$ cat src/rtl/uart_rx.sv
// 16x-oversampling UART receiver: synchronizes rx, frames DATA_BITS LSB-first with
// configurable stop length, and reports valid/done/framing/overrun status.
module uart_rx #(
    parameter int DATA_BITS = 8,
    parameter int SB_TICK   = 16
) (
    input  logic                 clk,
    input  logic                 rst,
    input  logic                 tick,
    input  logic                 rx,
    input  logic                 rx_ack,
    output logic [DATA_BITS-1:0] rx_data,
    output logic                 rx_valid,
    output logic                 rx_done,
    output logic                 frame_err,
    output logic                 overrun_err
);

    localparam int NW = (DATA_BITS > 1) ? $clog2(DATA_BITS) : 1;
    localparam logic [NW-1:0] N_LAST = NW'(DATA_BITS - 1);
    localparam logic [4:0]    S_STOP = 5'(SB_TICK - 1);

    typedef enum logic [1:0] {IDLE, START, DATA, STOP} state_t;

    state_t               state;
    logic [4:0]           s;
    logic [NW-1:0]        n;
    logic [DATA_BITS-1:0] b;

    logic       sync1;
    logic       rx_s;
    logic       rx_prev;
    logic [1:0] settle;
    logic       armed;

    // The synchronizer resets high, so a line already low at reset release would look
    // like a falling edge; armed waits until a genuine high has been synchronized.
    always_ff @(posedge clk) begin
        if (rst) begin
            sync1   <= 1'b1;
            rx_s    <= 1'b1;
            rx_prev <= 1'b1;
            settle  <= '0;
            armed   <= 1'b0;
        end else begin
            sync1   <= rx;
            rx_s    <= sync1;
            rx_prev <= rx_s;
            settle  <= {settle[0], 1'b1};
            if (settle[1] && rx_s)
                armed <= 1'b1;
        end
    end

    always_ff @(posedge clk) begin
        if (rst) begin
            state       <= IDLE;
            s           <= '0;
            n           <= '0;
            b           <= '0;
            rx_data     <= '0;
            rx_valid    <= 1'b0;
            rx_done     <= 1'b0;
            frame_err   <= 1'b0;
            overrun_err <= 1'b0;
        end else begin
            rx_done <= 1'b0;
            if (rx_ack)
                rx_valid <= 1'b0;

            case (state)
                IDLE: begin
                    if (armed && rx_prev && !rx_s) begin
                        state <= START;
                        s     <= '0;
                    end
                end
                START: begin
                    if (tick) begin
                        if (s == 5'd7) begin
                            if (!rx_s) begin
                                state <= DATA;
                                s     <= '0;
                                n     <= '0;
                            end else begin
                                state <= IDLE;
                            end
                        end else begin
                            s <= s + 5'd1;
                        end
                    end
                end
                DATA: begin
                    if (tick) begin
                        if (s == 5'd15) begin
                            s <= '0;
                            b <= DATA_BITS'({rx_s, b} >> 1);
                            if (n == N_LAST)
                                state <= STOP;
                            else
                                n <= n + NW'(1);
                        end else begin
                            s <= s + 5'd1;
                        end
                    end
                end
                STOP: begin
                    if (tick) begin
                        if (s == S_STOP) begin
                            // A completion wins over a same-edge ack: the new word stays valid.
                            state     <= IDLE;
                            rx_data   <= b;
                            rx_done   <= 1'b1;
                            frame_err <= ~rx_s;
                            rx_valid  <= 1'b1;
                            if (rx_valid && !rx_ack)
                                overrun_err <= 1'b1;
                        end else begin
                            s <= s + 5'd1;
                        end
                    end
                end
                default: state <= IDLE;
            endcase
        end
    end

endmodule

$ cat config.mk
export PLATFORM = sky130hd
export DESIGN_NAME = uart_rx
export DESIGN_NICKNAME = d
export VERILOG_FILES = /design/src/rtl/uart_rx.sv
export SDC_FILE = /design/constraint.sdc
export NUM_CORES = 1
export LEC_CHECK = 0
export CORE_ASPECT_RATIO = 0.7
export CORE_MARGIN = 3
export CORE_UTILIZATION = 49
export CTS_CLUSTER_DIAMETER = 60
export DETAILED_ROUTE_END_ITERATION = 6
export PLACE_DENSITY = 0.72
export SLEW_MARGIN = 10
export SYNTH_ARGS = -nofsm -noshare
export SYNTH_HDL_FRONTEND = slang
export SYNTH_SLANG_ARGS = --single-unit
$ cat constraint.sdc
create_clock -name clk -period 2.1 [get_ports clk]
set_input_delay 0.42 -clock clk [delete_from_list [all_inputs] [get_ports clk]]
set_output_delay 0.42 -clock clk [all_outputs]
set_load 0.02 [all_outputs]
### Word level (Yosys, flattened, before mapping)

Index checks and enable logic that the tools add are counted.

* add/subtract/negate cells: 2
* $mul: 0
* divide/modulo/power cells: 0
* magnitude comparators: 0
* equality and inequality tests: 18
* shifts and indexed selects: 0
* multiplexer cells: 32
* bitwise logic cells: 3
* reduce and logical (&&, ||, !) cells: 15

Operators with widths (number)
* 5-bit 2-to-1 mux: 8
* 2-bit inequality test (second input constant): 11
* 5-bit case mux with 4 select lines: 1
* 2-bit 2-to-1 mux: 9
* 3-bit 2-to-1 mux: 6
* 2-bit case mux with 4 select lines: 1
* 8-bit AND reduction: 1
* 7-bit AND reduction: 1
* 1-bit 2-to-1 mux: 6
* 3-bit case mux with 2 select lines: 1
* 3-bit AND reduction: 2
* 6-bit AND reduction: 1
* 5-bit by 1-bit adder with 5-bit output (second input constant): 1
* 5-bit by 3-bit equality test with 1-bit output (second input constant): 1
* 5-bit by 4-bit equality test with 1-bit output (second input constant): 1
* 2-bit equality test (second input constant): 2
* 1-bit logical AND: 4
* 4-bit AND reduction: 1
* 3-bit by 1-bit adder with 3-bit output (second input constant): 1
* 3-bit equality test (second input constant): 1
* 3-bit inequality test (second input constant): 1
* 1-bit inverter: 3
* 3-bit OR reduction: 1
* 2-bit by 1-bit equality test with 1-bit output (second input constant): 1
* other kinds (3): 4

* flip-flop bits (word level): 36
* latch bits: 0
* RAM bits: 0
* memory bits (read-only): 0
* bits of input ports: 5
* output and inout bits: 12
* word-level logic and storage cells: 85
* memories kept: 0

### Depth between registers and ports, before layout

* depth after elaboration: 5
* mapped depth: 8
* mapped depth without buffers: 8

### Worst setup path after synthesis

OpenSTA, ideal clock, no wires.

* path kind: reg2reg
* start: reg s[0]
* end: reg s[3]
* setup time: 0.070 ns
* arrival time: 1.948 ns
* data required time: 2.030 ns
* path slack: 0.082 ns
* stages on the path, launching flop included: 8
* buffers on the path: 0
* clock period less this slack: 2.018 ns
* cell sequence: dfxtp_1 > ha_1 > and3_1 > ha_1 > a31oi_2 > a21boi_4 > or4_1 > a21oi_1

* cells in the longest elaborated chain, start to end: 4
* elaborated cells between the ends (all ways): 13
* classes of those cells: add/sub (1); eq/ne (4); mux (7); reduce/logical (1)

Ends and longest elaborated chain
* start: declaration: line 26 `logic [4:0] s;`
* start signal: assignment: line 89 `s <= s + 5'd1;`
* start signal: assignment: line 103 `s <= s + 5'd1;`
* start signal: assignment: line 119 `s <= s + 5'd1;`
* 5-bit by 1-bit adder with 5-bit output, or another cell as far along: line 89, 103, 119
* 5-bit 2-to-1 mux, on equally long branches: line 109, 80, 95
* 5-bit 2-to-1 mux, on equally long branches: line 108, 79, 94
* 5-bit case mux with 4 select lines: line 71 `case (state)`

Several ways; a longest one is shown, not always the timed one. The select of a mux whose other input is x is not followed.
A chain may end at the register's enable or synchronous reset.

### Worst setup path after layout

* start: reg s[0]
* end: reg s[2]

Same word-level chain as after synthesis.

==> metrics.txt <==
Max IR drop VDD between 0.0004 and 0.0005 V; initial antenna violation count 0; Tmin final 2020 ps; initial cell density of the core 52.2%; Worst-path clk slew 70 ps; Seq/Total Area, Yosys between 40% and 50%; final hold vios 0; library cells used by synthesis 33; Max Fanout on Critical Path 7; final clock skew 8.47 ps; Core Util, Final 63.2%; Worst slew margin 70.4%; routed wire length 2970 um; leakage dissipation 0.653 nW; Rows 16; synth top area cells dfxtp_1 49%, nand2_1 9.9%, a21oi_1 7.8%, ha_1 5.1%, nor2_1 2.8%; synthesized instance count approximately 170; Pwr per Cell Area 654 nW/um^2; clock root cell clkbuf_8; fmax 0.495 GHz; DRT Pass-1 Iters 4; Overflow after GRT 0; htree depth 2; Final #Nets 206; post-synthesis register bit count 36; HP Class flop to flop; most frequent cells in the layout 39 x nand2_1, 36 x dfxtp_1, 23 x a21oi_1; CP max-delay cell or4b_1; largest net degree at the start of global routing 23; Netlist Area Pre-Place 1480 um^2; GPL Wtd Cong 0.803; vias per cell 5.43; dpl ws 39.9 ps; CTS resizes 0; core area 2840 um^2; CP endpoint kind flop; critical-path cell list ha_1 -> and3_1 -> ha_1 -> a31oi_4 -> a21boi_4 -> or4b_1 -> a21oi_1; die area 3740 um^2; Detailed Place HPWL 2070 um; most common cell after layout, fill and taps aside nand2_1; 1st-iter DRT viols between 80 and 90; Synth Warn # 0; Inserted Clock Buffers 5; CP most frequent cell ha_1; Post-CTS Setup Bufs 0; max_cap viols 0; Pins Over Slew Limit 0; width of the die 71.8 um; antenna viol nets, final 0; Synth Area per Inst 8.58 um^2; fraction of layout cells with a size suffix above 1 10.8%; Synth-to-Final Area Change 21.1%; CP Launch Type flop; DR WL/cell between 10 and 15 um; routed vias between 1000 and 1500; Port Buffer Count 16; number of global-route vias before repair 1140; drt drc 0; Synth area leader dfxtp_1; status finished clean; Crit Path Category flop to flop; setup TNS 0 ps; number of inserted diodes 0; Final WS setup 80.7 ps; Syn Nets ~180; Worst Path Arrival 2230 ps; IO Pins 17; TritonCTS clock tree yes; final std cells w/o fill 231; Pwr Total 0.00117 W; Yosys top cell area share 48.6%; Worst Path Required 2310 ps; CP max stage delay 530 ps; Sink Count 36; Placed Cells incl. Taps ~220; Die H 52.0 um; first-pass GRT wire length 5090 um; Post-CTS Hold Buffers 0; GRT Overall Usage 17.5%; Slew @ Worst Pin roughly 440 ps; period utilization between 90% and 100%; buffers from clock root to sink, at most 2; RSZ-0062 raised after global routing no; later-pin clock latency in the skew report between 200 and 300 ps; Final Setup Violations 0
## stage by stage
stage | hold WS [ps] | area, um^2
finish | 416 | 1800
global route | 438 | 1800
CTS | 415 | 1780
detailed placement | 399 | 1700
global placement | 393 | 1700
floorplan | 389 | 1480
## cells in the mapped netlist
cell and count:
a211oi_1 3, a21boi_4 1, a21oi_1 23, a22oi_1 1, a31o_1 1, a31oi_2 1
a32o_1 1, a32oi_1 3, a41oi_1 1, and3_1 3, buf_2 1, buf_6 1
clkbuf_1 6, dfxtp_1 36, ha_1 6, inv_1 5, nand2_1 39, nand2b_1 3
nand3_1 4, nand3b_1 1, nand4_1 2, nor2_1 11, nor2b_1 3, nor3_1 4
nor4b_2 1, nor4bb_1 1, o21a_1 1, o21ai_0 1, o21ai_1 3, o21bai_1 1
or2_2 3, or4_1 1, or4b_1 1
## cells by family after synthesis
logic type / Yosys count / share of synthesized area [%]
flip-flops: 36 / 48.6
buffers and inverters: 13 / 3.88
adder cells (fa/ha/maj): 6 / 5.06
AND/OR/NAND/NOR: 77 / 24.6
AO/OA/AOI/OAI: 41 / 17.9
## cell type report
class	count	area (um^2)
well taps	36	45.0
clock buffers	6	72.6
multi-input cells	124	722
flip-flops and latches	36	721
fillers	244	1050
clock inverters	1	5.00
repair buffers	23	213
inverters	5	18.8
## power by group
group	internal [W]	switching [W]	total, W
combinational	0.0000164	0.0000197	0.0000361
clock	0.000225	0.000220	0.000445
sequential	0.000689	0.00000451	0.000694
total	0.000930	0.000244	0.00117
## registers in the layout, summed over array words and instances (netlist names), 2 cells and up, named ones only
register / count
n: 3
rx_data: 8
b: 8
settle: 2
s: 5
## path summary, 6_finish.rpt
path              startpoint    to  slack, ps  cells past startpoint
setup reg to reg        s[0]  s[2]         80                      7
hold / removal         sync1  rx_s        420                      1
setup / recovery        s[0]  s[2]         80                      7
hold reg to reg        sync1  rx_s        420                      1
## worst max-delay path: cells and delay by family (launching register included)
kind / cells / cell delay (ps)
adder cells (fa/ha/maj): 2 / 440
AO/OA/AOI/OAI: 3 / 410
flip-flops: 1 / 340
AND/OR/NAND/NOR: 2 / 750
## routing by layer
layer  global-route usage [%]  share of wire [%]
met1                     22.5                 51
met2                     27.9                 44
met3                     5.79                4.2
met4                     5.63               0.98
met5                        0                  0
No activity file was read; power rests on OpenSTA's default activity.
